## src/rtl/uart_pkg.sv

```systemverilog
// ---------------------------------------------------------------------------
// uart_pkg
// Shared UART definitions: receiver state encoding, oversampling ratio and
// the sample slots used for the mid-bit majority vote. The transmitter also
// imports OVERSAMPLE so both ends agree on ticks per bit.
// ---------------------------------------------------------------------------
package uart_pkg;

    localparam int OVERSAMPLE = 16;
    localparam int VOTE_LO    = 7;
    localparam int VOTE_HI    = 9;

    typedef enum logic [2:0] {
        ST_IDLE   = 3'd0,
        ST_START  = 3'd1,
        ST_DATA   = 3'd2,
        ST_PARITY = 3'd3,
        ST_STOP   = 3'd4
    } rx_state_e;

    function automatic logic majority3(input logic a, input logic b, input logic c);
        return (a & b) | (a & c) | (b & c);
    endfunction

endpackage

```

## src/rtl/uart_baud_tick.sv

```systemverilog
// ---------------------------------------------------------------------------
// uart_baud_tick
// Free-running divider producing a one-cycle tick every BAUD_DIV clocks
// (the 16x oversample rate). 'restart' zeroes the count so the first tick
// lands a full period after a detected start edge.
// Ports:
//   clk_rx   in  receiver clock
//   rst_rx   in  synchronous active-high reset
//   restart  in  clear the divider this cycle
//   tick     out high while the divider sits at BAUD_DIV-1
// ---------------------------------------------------------------------------
module uart_baud_tick #(
    parameter int BAUD_DIV = 27
) (
    input  logic clk_rx,
    input  logic rst_rx,
    input  logic restart,
    output logic tick
);

    localparam int CNT_W = (BAUD_DIV > 1) ? $clog2(BAUD_DIV) : 1;
    localparam logic [CNT_W-1:0] CNT_LAST = CNT_W'(BAUD_DIV - 1);

    logic [CNT_W-1:0] cnt_q;
    logic [CNT_W-1:0] cnt_d;

    always_comb begin
        cnt_d = cnt_q + CNT_W'(1);
        if (restart || cnt_q == CNT_LAST) begin
            cnt_d = '0;
        end
    end

    assign tick = (cnt_q == CNT_LAST);

    always_ff @(posedge clk_rx) begin
        if (rst_rx) begin
            cnt_q <= '0;
        end else begin
            cnt_q <= cnt_d;
        end
    end

endmodule

```

## src/rtl/uart_rx_oversample.sv

```systemverilog
// ---------------------------------------------------------------------------
// uart_rx_oversample
// UART receiver sampling at 16x baud with a 3-sample majority vote around
// mid-bit. Deframes start + DATA_BITS (LSB first) [+ even parity] + stop and
// holds the result until the consumer pulses read_rx.
// Optional feature macro: UART_RX_PARITY_EN (adds parity bit and
// parity_err_rx output).
// Ports:
//   clk_rx        in  receiver clock
//   rst_rx        in  synchronous active-high reset
//   data_line     in  asynchronous serial line, idle high
//   read_rx       in  one-cycle acknowledge of the held byte
//   data_rx       out held byte, valid while ready_rx=1
//   ready_rx      out byte held; level until read_rx
//   frame_err_rx  out stop bit of held byte voted 0
//   overrun_rx    out sticky: a frame completed over an unread byte
//   busy_rx       out receiver FSM not idle
//   parity_err_rx out (UART_RX_PARITY_EN only) even-parity failure
// Handshake: ready_rx is a level. A read_rx pulse while ready_rx=1 drops
// ready_rx next clock; a read_rx on the commit cycle is consumed by the old
// byte, so the new byte loads and ready_rx stays high without overrun.
// ---------------------------------------------------------------------------
module uart_rx_oversample
    import uart_pkg::*;
#(
    parameter int BAUD_DIV  = 27,
    parameter int DATA_BITS = 8
) (
    input  logic                 clk_rx,
    input  logic                 rst_rx,
    input  logic                 data_line,
    input  logic                 read_rx,
    output logic [DATA_BITS-1:0] data_rx,
    output logic                 ready_rx,
    output logic                 frame_err_rx,
    output logic                 overrun_rx,
    output logic                 busy_rx
`ifdef UART_RX_PARITY_EN
    ,
    output logic                 parity_err_rx
`endif
);

    localparam int S_W   = $clog2(OVERSAMPLE);
    localparam int IDX_W = (DATA_BITS > 1) ? $clog2(DATA_BITS) : 1;
    localparam logic [S_W-1:0]   S_LO    = S_W'(VOTE_LO);
    localparam logic [S_W-1:0]   S_MID   = S_W'(VOTE_LO + 1);
    localparam logic [S_W-1:0]   S_HI    = S_W'(VOTE_HI);
    localparam logic [IDX_W-1:0] IDX_END = IDX_W'(DATA_BITS - 1);

    rx_state_e            state_q, state_d;
    logic                 sync1_q, sync2_q;
    logic                 armed_q, armed_d;
    logic [S_W-1:0]       samp_q, samp_d;
    logic                 v_lo_q, v_lo_d;
    logic                 v_mid_q, v_mid_d;
    logic [IDX_W-1:0]     idx_q, idx_d;
    logic [DATA_BITS-1:0] shift_q, shift_d;
    logic [DATA_BITS-1:0] data_q, data_d;
    logic                 ready_q, ready_d;
    logic                 ferr_q, ferr_d;
    logic                 ovr_q, ovr_d;
`ifdef UART_RX_PARITY_EN
    logic                 par_bit_q, par_bit_d;
    logic                 perr_q, perr_d;
`endif

    logic rx;
    logic tick;
    logic restart;
    logic vote;
    logic at_vote;
    logic commit;

    assign rx = sync2_q;

    uart_baud_tick #(.BAUD_DIV(BAUD_DIV)) u_tick (
        .clk_rx  (clk_rx),
        .rst_rx  (rst_rx),
        .restart (restart),
        .tick    (tick)
    );

    // Third sample is taken live on the s=9 tick, so the vote resolves
    // in the same cycle it is needed.
    assign vote    = majority3(v_lo_q, v_mid_q, rx);
    assign at_vote = tick && (samp_q == S_HI);

    always_comb begin
        state_d   = state_q;
        armed_d   = armed_q;
        samp_d    = samp_q;
        v_lo_d    = v_lo_q;
        v_mid_d   = v_mid_q;
        idx_d     = idx_q;
        shift_d   = shift_q;
        restart   = 1'b0;
        commit    = 1'b0;
`ifdef UART_RX_PARITY_EN
        par_bit_d = par_bit_q;
`endif

        if (state_q != ST_IDLE && tick) begin
            samp_d = samp_q + S_W'(1);
            if (samp_q == S_LO)  v_lo_d  = rx;
            if (samp_q == S_MID) v_mid_d = rx;
        end

        case (state_q)
            ST_IDLE: begin
                // A line stuck low (break) must go high again before the
                // next falling edge is treated as a start bit.
                if (rx) begin
                    armed_d = 1'b1;
                end else if (armed_q) begin
                    state_d = ST_START;
                    samp_d  = '0;
                    restart = 1'b1;
                end
            end
            ST_START: begin
                if (at_vote) begin
                    idx_d   = '0;
                    state_d = vote ? ST_IDLE : ST_DATA;
                end
            end
            ST_DATA: begin
                if (at_vote) begin
                    shift_d = {vote, shift_q[DATA_BITS-1:1]};
                    idx_d   = idx_q + IDX_W'(1);
                    if (idx_q == IDX_END) begin
`ifdef UART_RX_PARITY_EN
                        state_d = ST_PARITY;
`else
                        state_d = ST_STOP;
`endif
                    end
                end
            end
`ifdef UART_RX_PARITY_EN
            ST_PARITY: begin
                if (at_vote) begin
                    par_bit_d = vote;
                    state_d   = ST_STOP;
                end
            end
`endif
            ST_STOP: begin
                if (at_vote) begin
                    state_d = ST_IDLE;
                    armed_d = 1'b0;
                    commit  = 1'b1;
                end
            end
            default: state_d = ST_IDLE;
        endcase
    end

    // Output hold / read handshake.
    always_comb begin
        data_d = data_q;
        ready_d = ready_q;
        ferr_d  = ferr_q;
        ovr_d   = ovr_q;
`ifdef UART_RX_PARITY_EN
        perr_d  = perr_q;
`endif
        if (commit) begin
            data_d  = shift_q;
            ferr_d  = ~vote;
            ready_d = 1'b1;
            if (ready_q && !read_rx) begin
                ovr_d = 1'b1;
            end else if (read_rx) begin
                ovr_d = 1'b0;
            end
`ifdef UART_RX_PARITY_EN
            perr_d = ^{shift_q, par_bit_q};
`endif
        end else if (read_rx && ready_q) begin
            ready_d = 1'b0;
            ovr_d   = 1'b0;
        end
    end

    always_ff @(posedge clk_rx) begin
        if (rst_rx) begin
            state_q   <= ST_IDLE;
            sync1_q   <= 1'b1;
            sync2_q   <= 1'b1;
            armed_q   <= 1'b0;
            samp_q    <= '0;
            v_lo_q    <= 1'b0;
            v_mid_q   <= 1'b0;
            idx_q     <= '0;
            shift_q   <= '0;
            data_q    <= '0;
            ready_q   <= 1'b0;
            ferr_q    <= 1'b0;
            ovr_q     <= 1'b0;
`ifdef UART_RX_PARITY_EN
            par_bit_q <= 1'b0;
            perr_q    <= 1'b0;
`endif
        end else begin
            state_q   <= state_d;
            sync1_q   <= data_line;
            sync2_q   <= sync1_q;
            armed_q   <= armed_d;
            samp_q    <= samp_d;
            v_lo_q    <= v_lo_d;
            v_mid_q   <= v_mid_d;
            idx_q     <= idx_d;
            shift_q   <= shift_d;
            data_q    <= data_d;
            ready_q   <= ready_d;
            ferr_q    <= ferr_d;
            ovr_q     <= ovr_d;
`ifdef UART_RX_PARITY_EN
            par_bit_q <= par_bit_d;
            perr_q    <= perr_d;
`endif
        end
    end

    assign data_rx      = data_q;
    assign ready_rx     = ready_q;
    assign frame_err_rx = ferr_q;
    assign overrun_rx   = ovr_q;
    assign busy_rx      = (state_q != ST_IDLE);
`ifdef UART_RX_PARITY_EN
    assign parity_err_rx = perr_q;
`endif

endmodule
```

## config.mk

```make
export PLATFORM = sky130hd
export DESIGN_NAME = uart_rx_oversample
export DESIGN_NICKNAME = d
export VERILOG_FILES = /design/src/rtl/uart_pkg.sv /design/src/rtl/uart_baud_tick.sv /design/src/rtl/uart_rx_oversample.sv
export SDC_FILE = /design/constraint.sdc
export NUM_CORES = 1
export LEC_CHECK = 0
export CORE_MARGIN = 4
export CORE_UTILIZATION = 50
export CTS_BUF_LIST = sky130_fd_sc_hd__clkbuf_4 sky130_fd_sc_hd__clkbuf_8 sky130_fd_sc_hd__clkbuf_16
export DETAILED_ROUTE_END_ITERATION = 8
export GPL_TIMING_DRIVEN = 0
export PLACE_DENSITY = 0.7
export SLEW_MARGIN = 20
export SYNTH_ARGS = -nofsm -noshare
export SYNTH_HDL_FRONTEND = slang
export SYNTH_SLANG_ARGS = --single-unit
```

## constraint.sdc

```tcl
create_clock -name clk_rx -period 2.2 [get_ports clk_rx]
set_input_delay 0.22 -clock clk_rx [delete_from_list [all_inputs] [get_ports clk_rx]]
set_output_delay 0.22 -clock clk_rx [all_outputs]
set_load 0.01 [all_outputs]
```

* After elaboration in Yosys (flattened, before gate mapping)
Index checks and enable logic that the tools add are counted.
Storage, ports and cells: bits of input ports 4, register bits after elaboration 39, output and inout port bits 12, logic and storage cells 85
Operators by class: reduce and logical (&&, ||, !) cells 19, bitwise logic cells 6, mux-type cells 27, $add $sub $neg 3, equal/unequal tests 16
Operators by type and width (count):
- $mux W3 | 7
- $mux W4 | 4
- $ne A2 B2 Y1 const B | 7
- $mux W1 | 12
- $pmux W3 S4 | 1
- $eq A4 B4 Y1 const B | 2
- $reduce_and A2 Y1 | 4
- $eq A3 B3 Y1 const B | 2
- $pmux W3 S2 | 1
- $reduce_and A3 Y1 | 2
- $reduce_and A6 Y1 | 1
- $reduce_bool A2 Y1 | 3
- $add A5 B1 Y5 const B | 1
- $eq A5 B5 Y1 const B | 1
- $add A4 B1 Y4 const B | 1
- $eq A4 B3 Y1 const B | 1
- $logic_and A1 B1 Y1 | 4
- $add A3 B1 Y3 const B | 1
- $and A1 B1 Y1 | 3
- $eq A3 B1 Y1 const B | 1
- $eq A3 B2 Y1 const B | 1
- $logic_not A3 Y1 | 1
- $ne A3 B2 Y1 const B | 1
- $reduce_bool A3 Y1 | 1
- other kinds (7) | 8

* Depth between registers and ports, before layout
Gate-level depths: netlist of run 1.
depth in word-level cells 6, depth in mapped cells 8, depth with buffers taken out 6

* Modules after synthesis
Synthesis of run 1 repeated with hierarchy kept, for this count alone.
Second synthesis, totals: cells, all modules 194, area, all modules 1707.9 µm²
By module, submodules not included:
- uart_rx_oversample | instances 1, cells each 174, area each 1502.7 µm², seq. area each 680.7 µm²
- uart_baud_tick | instances 1, cells each 20, area each 205.2 µm², seq. area each 100.1 µm²

* Worst setup path before layout of run 1
No wires, ideal clock.
path type flip-flop to flip-flop, start register u_tick.cnt_q[0], end register idx_q[1], clock period less this slack 1554 ps, arrival 1426 ps, path buffers 2, data required time 2072 ps, path slack 646 ps, setup time 128 ps, cell stages (with the launch flop) 9, cells stage by stage dfxtp_1 inv_1 ha_1 and4b_1 buf_6 and4_4 buf_12 a22oi_1 nor2_1
Between the ends: cells in the longest elaborated chain, start to end 4, elaborated cells on any way between the ends 5, classes of those cells eq/ne (3); reduce/logical (2)
RTL lines:
- start: declaration | RTL line uart_baud_tick.sv:24 | logic [CNT_W-1:0] cnt_q;
- start signal: assignment | RTL line uart_baud_tick.sv:40 | cnt_q <= cnt_d;
- $eq A5 B5 Y1 * | RTL line uart_baud_tick.sv:34 | assign tick = (cnt_q == CNT_LAST);
- $logic_and A1 B1 Y1 * | RTL line uart_rx_oversample.sv:87 | assign at_vote = tick && (samp_q == S_HI);
- $ne A2 B2 Y1 (no line)
- $reduce_and A3 Y1 (no line) *
- end signal: assignment | RTL line uart_rx_oversample.sv:213 | idx_q <= idx_d;
- end: declaration | RTL line uart_rx_oversample.sv:57 | logic [IDX_W-1:0] idx_q, idx_d;
Mark *: on every way between the ends. The rest lies on a longest branch, timed or not. A chain may end at the register's enable or synchronous reset.

* Worst setup path after layout of run 1
start register state_q[1], end output busy_rx
Between the ends: cells in the longest elaborated chain, start to end 1
RTL lines:
- start: declaration | RTL line uart_rx_oversample.sv:51 | rx_state_e state_q, state_d;
- start signal: assignment | RTL line uart_rx_oversample.sv:206 | state_q <= state_d;
- $reduce_bool A3 Y1 | RTL line uart_rx_oversample.sv:230 | assign busy_rx = (state_q != ST_IDLE);
- end: declaration | RTL line uart_rx_oversample.sv:37 | output logic busy_rx
No other way between the ends.

==> impl_metrics.csv, run 1 <==
group,metric,value,unit
status,outcome,"complete, no violations",
critical_path,critPathKind,"reg2out",
routing,wl_per_cell,12.71,um
synthesis,ys_warn_count,0,
synthesis,syn_area,1688,um2
floorplanning,row_count,20,
final_layout,syn2layout_area_growth,15.20,%
final_layout,final_area,1944,um2
power,power,1.249,mW
global_route,grt_pass1_wl,5.244,mm
floorplanning,fp.dieArea,4369,um2
sta,totalNegativeSetupSlack,0,ps
global_route,grt_pass1_vias,1151,
clocking,ctsHoldBuffers,0,
power,pwr-share-comb,12.7,%
global_route,antenna_found_initial,0,
floorplanning,die_w,66.10,um
critical_path,worstRegToRegCells,8,
sta,fin_skew,11.12,ps
clocking,cts_setup_buffers,0,
critical_path,cp_slowest_cell,"clkdlybuf4s50_1",
power,pwr-share-clk,27.3,%
final_layout,multi_input_area,820.8,um2
global_route,grt_overflow,0,
final_layout,final_nets,204,
power,seqPwrFrac,60.0,%
run,max_cap_viol_count,0,
clocking,numCtsBuffers,5,
sta,rsz0062_at_grt,"no",
place,placed_cells,230,
min_path,min_from,"sync1_q$_SDFF_PP1_",
critical_path,required,1980,ps
final_layout,post-route-util,61.67,%
clocking,cts_tree,"yes",
critical_path,rr_startpoint,"u_tick.cnt_q[0]$_SDFF_PP0_",
final_layout,regArea,780.7,um2
sta,fin_crit,2016,ps
clocking,clk_pin_slew,110,ps
global_route,grt_usage,15.64,%
final_layout,diodes,0,
critical_path,arrival,1800,ps
synthesis,synthDistinctLibCells,40,
sta,setup_viol,0,
synthesis,synth_edf_count,0,
floorplanning,start_util,53.53,%
critical_path,path_cells,"buf_2, nor3_4, inv_1, clkdlybuf4s50_1",
power,leakage,0.7956,nW
critical_path,max_stage_delay,500,ps
synthesis,async_flop_share,0,%
synthesis,synthCells,171,
critical_path,endpoint_kind,"output pin",
critical_path,endpoint,"busy_rx",
power,switchingPower,0.3459,mW
sta,clock.fmax,0.4959,GHz
sta,post-route-period-util,91.65,%
clocking,clkSinkCount,39,
clocking,clock_path_buffers,2,
routing,drc,0,
critical_path,critPathLaunchType,"flop",
place,dp_hpwl,2.113,mm
floorplanning,die_h,66.10,um
sta,slew-limit-headroom,68.60,%
synthesis,syn_area_per_cell,9.871,um2
floorplanning,core,3153,um2
routing,ant_nets,0,
place,place_congestion,0.8007,
routing,drt_pass1_iterations,4,
power,p_per_area,642.6,nW/um2
critical_path,r2r-end,"shift_q[5]$_SDFFE_PP0P_",
global_route,grt_max_degree,12,
critical_path,cp_max_fo,9,
synthesis,synth_fp_nets,182,
synthesis,ys_ff_latch,39,
place,placed_area,1893,um2
clocking,clock_latency,350,ps
routing,vias,1228,
routing,drtIter0Drc,52,
final_layout,layout.cells.non_filler,236,
floorplanning,boundaryPins,16,
critical_path,cp-startpoint,"state_q[1]$_SDFFE_PP0P_",
clocking,cts_root_buffer,"clkbuf_4",
synthesis,synth-main-ff-cell,"dfxtp_1",
final_layout,drive_above_1_share,11.46,%
final_layout,fillCellCount,288,
sta,hold_viol,0,
place,port_buffers,15,
power,sw_frac_of_total,27.69,%
routing,viasPerCell,5.203,
clocking,cts_max_level,2,
power,cellInternalPower,0.9034,mW
power,ir_worst_vdd,0.4685,mV
routing,wirelength,3.000,mm
min_path,hold_path_class,"reg2reg",
sta,worst_pin_slew,471.0,ps
critical_path,r2r_slack,510,ps
sta,drv_slew,0,
synthesis,synth.yosys.seq_area_share,46.26,%
[sequential cells by signal (all words and copies together), names as in the netlist, 3 cells and up]
name / flops
data_rx: 8
shift_q: 8
u_tick.cnt_q: 5
samp_q: 4
idx_q: 3
state_q: 3
[placed cells by master, fill, tap and decap left out, types with 2 or more instances in the layout]
cell type / synthesis / final
nand2_1: 4 / 4
nand4_1: 2 / 2
a21oi_1: 4 / 4
buf_6: 2 / 2
clkbuf_4: 0 / 5
a22oi_1: 3 / 3
mux2i_1: 21 / 21
xor2_1: 4 / 4
nor3_1: 2 / 2
or2_2: 2 / 2
ha_1: 7 / 7
nor2b_1: 2 / 2
dfxtp_1: 39 / 39
o21ai_2: 2 / 2
inv_1: 9 / 9
clkbuf_1: 3 / 3
nor2_1: 35 / 35
nand3_1: 4 / 4
xnor2_1: 3 / 3
clkdlybuf4s50_1: 0 / 15
or4_1: 2 / 2
[cells in the mapped netlist, types with 3 or more instances]
cell	count	area, um2
a21oi_1	4	20.02
dfxtp_1	39	780.8
nand3_1	4	20.02
a22oi_1	3	22.52
nand2_1	4	15.01
ha_1	7	87.58
inv_1	9	33.78
xor2_1	4	35.03
nor2_1	35	131.4
xnor2_1	3	26.28
mux2i_1	21	210.2
clkbuf_1	3	11.26
[kinds of logic (layout without fill, tap and decap cells)]
group,after synthesis,in the layout,synth area share [%]
XOR/XNOR,7,7,3.632
flip-flops,39,39,46.26
AND/OR/NAND/NOR,66,66,20.31
adder cells (fa/ha/maj),8,8,5.782
buffers and inverters,16,37,5.485
AO/OA/AOI/OAI,14,14,6.079
multiplexers,21,21,12.45
[through the flow]
stage	worst slack, ps	hold slack (ps)
after detailed placement	407.1	407.3
after floorplan	646.3	323.8
after global placement	421.5	391.1
after CTS	89.21	415.3
after global routing	94.28	432.3
final	183.6	428.3
[per-layer routing]
metal / vias up / global-route usage (%) / routed length (um)
met5: - / 0 / 0
met4: 0 / 6.345 / 34
met3: 5 / 5.612 / 146
met2: 27 / 23.79 / 1395
met1: 571 / 19.98 / 1424
li1: 625 / - / -
[area by class of cell]
type | instances | area share, %
multi-input cells | 116 | 42.21
clock buffers | 5 | 1.931
plain buffers | 7 | 3.024
well taps | 44 | 2.831
flip-flops and latches | 39 | 40.15
repair buffers | 15 | 7.722
clock inverters | 1 | 0.3861
inverters | 9 | 1.737
[how the worst min path moves through the flow]
stage               slack [ps]  cells past startpoint                 end
global placement           390                      1       rx$_SDFF_PP1_
finish                     430                      1       rx$_SDFF_PP1_
detailed placement         410                      1       rx$_SDFF_PP1_
floorplan                  320                      1  sync1_q$_SDFF_PP1_
CTS                        420                      2  sync1_q$_SDFF_PP1_
global route               430                      2  sync1_q$_SDFF_PP1_
[worst max-delay path, delay by kind of cell (launching register included)]
| kind | cells | cell delay [ps] |
|---|---|---|
| flops | 1 | 310 |
| buf+inv | 3 | 830 |
| simple gates | 1 | 320 |
[power by group through the flow]
stage,combinational [mW],sequential (mW),clock [mW]
final,0.159,0.750,0.341
after global routing,0.178,0.756,0.385
after CTS,0.154,0.747,0.352
after detailed placement,0.153,0.763,0
after global placement,0.146,0.762,0
after floorplan,0.107,0.759,0
[repair_timing]
item	CTS	global route
endpoints found under the hold margin	0	0
endpoints found under the setup margin	0	1
gates resized for setup	0	1
(Power assumes the default switching activity.)
==> run 2, diff against run 1 <==
--- a/config.mk
+++ b/config.mk
@@ -6,11 +6,11 @@
 export NUM_CORES = 1
 export LEC_CHECK = 0
 export CORE_MARGIN = 4
-export CORE_UTILIZATION = 50
+export CORE_UTILIZATION = 55
 export CTS_BUF_LIST = sky130_fd_sc_hd__clkbuf_4 sky130_fd_sc_hd__clkbuf_8 sky130_fd_sc_hd__clkbuf_16
 export DETAILED_ROUTE_END_ITERATION = 8
 export GPL_TIMING_DRIVEN = 0
-export PLACE_DENSITY = 0.7
+export PLACE_DENSITY = 0.76
 export SLEW_MARGIN = 20
 export SYNTH_ARGS = -nofsm -noshare
 export SYNTH_HDL_FRONTEND = slang
==> run 2 against run 1 <==
Clock-buffer cell count increased by 1. Hold slack worse by 4.5 ps. Routed wire length fell by 0.50%. Non-clock buffer count unchanged. First-iteration DRC count increased by 13%. Register-to-register slack barely moved. Sequential share of layout area shrank 0.28 points. Sequential power barely moved. Sequential cell count unchanged. Total power increased by 11%. Cell area increased by 0.71%.
==> impl_metrics.csv, run 2 (synthesized netlist as in run 1, its figures left out) <==
group,metric,value,unit
status,outcome,"complete, no violations",
final_layout,layout.cells.non_filler,224,
clocking,numCtsBuffers,5,
floorplanning,start_util,59.17,%
place,placed_cells,217,
sta,fin_crit,1998,ps
power,leakage,0.8142,nW
global_route,grt_pass1_wl,5.382,mm
floorplanning,fp.dieArea,4019,um2
critical_path,critPathKind,"reg2out",
final_layout,drive_above_1_share,11.92,%
sta,fin_skew,8.633,ps
clocking,ctsHoldBuffers,0,
final_layout,diodes,0,
routing,ant_nets,0,
critical_path,endpoint_kind,"output pin",
power,p_per_area,705.2,nW/um2
global_route,grt_overflow,0,
floorplanning,row_count,19,
sta,drv_slew,0,
sta,setup_viol,0,
floorplanning,die_h,63.40,um
routing,drtIter0Drc,59,
sta,slew-limit-headroom,65.79,%
routing,viasPerCell,5.433,
final_layout,syn2layout_area_growth,16.01,%
routing,drt_pass1_iterations,4,
routing,wl_per_cell,13.33,um
floorplanning,core,2853,um2
sta,post-route-period-util,90.83,%
sta,clock.fmax,0.5004,GHz
clocking,cts_max_level,2,
sta,hold_viol,0,
clocking,cts_root_buffer,"clkbuf_4",
routing,vias,1217,
sta,totalNegativeSetupSlack,0,ps
min_path,hold_path_class,"reg2reg",
run,max_cap_viol_count,0,
clocking,clock_path_buffers,2,
final_layout,fillCellCount,236,
routing,wirelength,2.985,mm
routing,drc,0,
floorplanning,die_w,63.40,um
critical_path,cp_max_fo,9,
global_route,grt_pass1_vias,1202,
clocking,clk_pin_slew,110,ps
place,dp_hpwl,2.190,mm
global_route,grt_max_degree,12,
floorplanning,boundaryPins,16,
clocking,clkSinkCount,39,
global_route,antenna_found_initial,0,
place,port_buffers,15,
place,place_congestion,0.8212,
final_layout,final_cell_mix,"39 x dfxtp_1, 35 x nor2_1, 21 x mux2i_1, 15 x clkdlybuf4s50_1, 9 x inv_1",
final_layout,final_nets,204,
power,ir_worst_vdd,0.5682,mV
critical_path,arrival,1780,ps
clocking,cts_setup_buffers,0,
critical_path,critPathLaunchType,"flop",
final_layout,post-route-util,68.64,%
sta,rsz0062_at_grt,"no",
global_route,grt_usage,17.19,%
clocking,cts_tree,"yes",
critical_path,required,1980,ps
final_layout,layout_commonest_cell,"dfxtp_1",
clocking,clock_latency,350,ps
sta,worst_pin_slew,506.7,ps
-- run 2: cell types whose count changed in the layout (fill, tap and decap cells not counted), sizes merged --
cell	previous run	this run
clkinvlp	1	0
bufinv	0	1
clkbuf	8	9
-- run 2: area by class of cell --
class                           count  area, um2  share of cell area, %
Multi-Input combinational cell    116      820.8                  41.92
Sequential cell                    39      780.7                  39.87
Timing Repair Buffer               15      150.1                  7.668
Buffer                              7      58.81                  3.003
Clock buffer                        6      45.04                  2.300
Tap cell                           31      38.79                  1.981
Inverter                            9      33.78                  1.725
Clock inverter                      1      30.03                  1.534
-- run 2: report_power, final --
| group | internal [mW] | total (mW) | switching [mW] |
|---|---|---|---|
| sequential | 0.725 | 0.752 | 0.0268 |
| clock | 0.247 | 0.471 | 0.224 |
| combinational | 0.0658 | 0.158 | 0.0925 |
-- run 2: critical path, cell delays in order, from the launching register on --
cell             delay, ps
dfxtp_1                310
buf_2                  180
nor3_4                 290
inv_1                  150
clkdlybuf4s50_1        500
-- run 2: per-layer routing --
layer	global-route usage, %	vias up	part of all wire (%)
met1	20.60	566	47
met5	0	-	0
met2	28.03	20	47
li1	-	626	-
met4	7.278	0	1.7
met3	5.684	5	4.2
-- run 2: what timing repair did --
action | 4_1_cts | 5_1_grt
setup endpoints to repair | 0 | 1
endpoints found under the hold margin | 0 | 0
gates resized for setup | 0 | 1
-- run 2: per-stage QoR --
step | area (um2) | hold WS, ps | worst slack [ps] | power, mW
floorplan | 1688 | 323.8 | 646.3 | 0.8655
global placement | 1877 | 391.1 | 401.1 | 0.9083
detailed placement | 1877 | 403.1 | 394.2 | 0.9194
CTS | 1952 | 429.4 | 87.21 | 1.389
global route | 1958 | 445.5 | 97.79 | 1.455
finish | 1958 | 423.8 | 201.7 | 1.381
-- run 2: worst paths after layout --
check / startpoint / endpoint / slack (ps) / depth (start not counted)
worst min register to register: sync1_q$_SDFF_PP1_ / rx$_SDFF_PP1_ / 420 / 1
worst max-delay path: state_q[1]$_SDFFE_PP0P_ / busy_rx / 200 / 4
worst min-delay path: sync1_q$_SDFF_PP1_ / rx$_SDFF_PP1_ / 420 / 1
worst max register to register: u_tick.cnt_q[0]$_SDFF_PP0_ / state_q[0]$_SDFFE_PP0P_ / 500 / 7
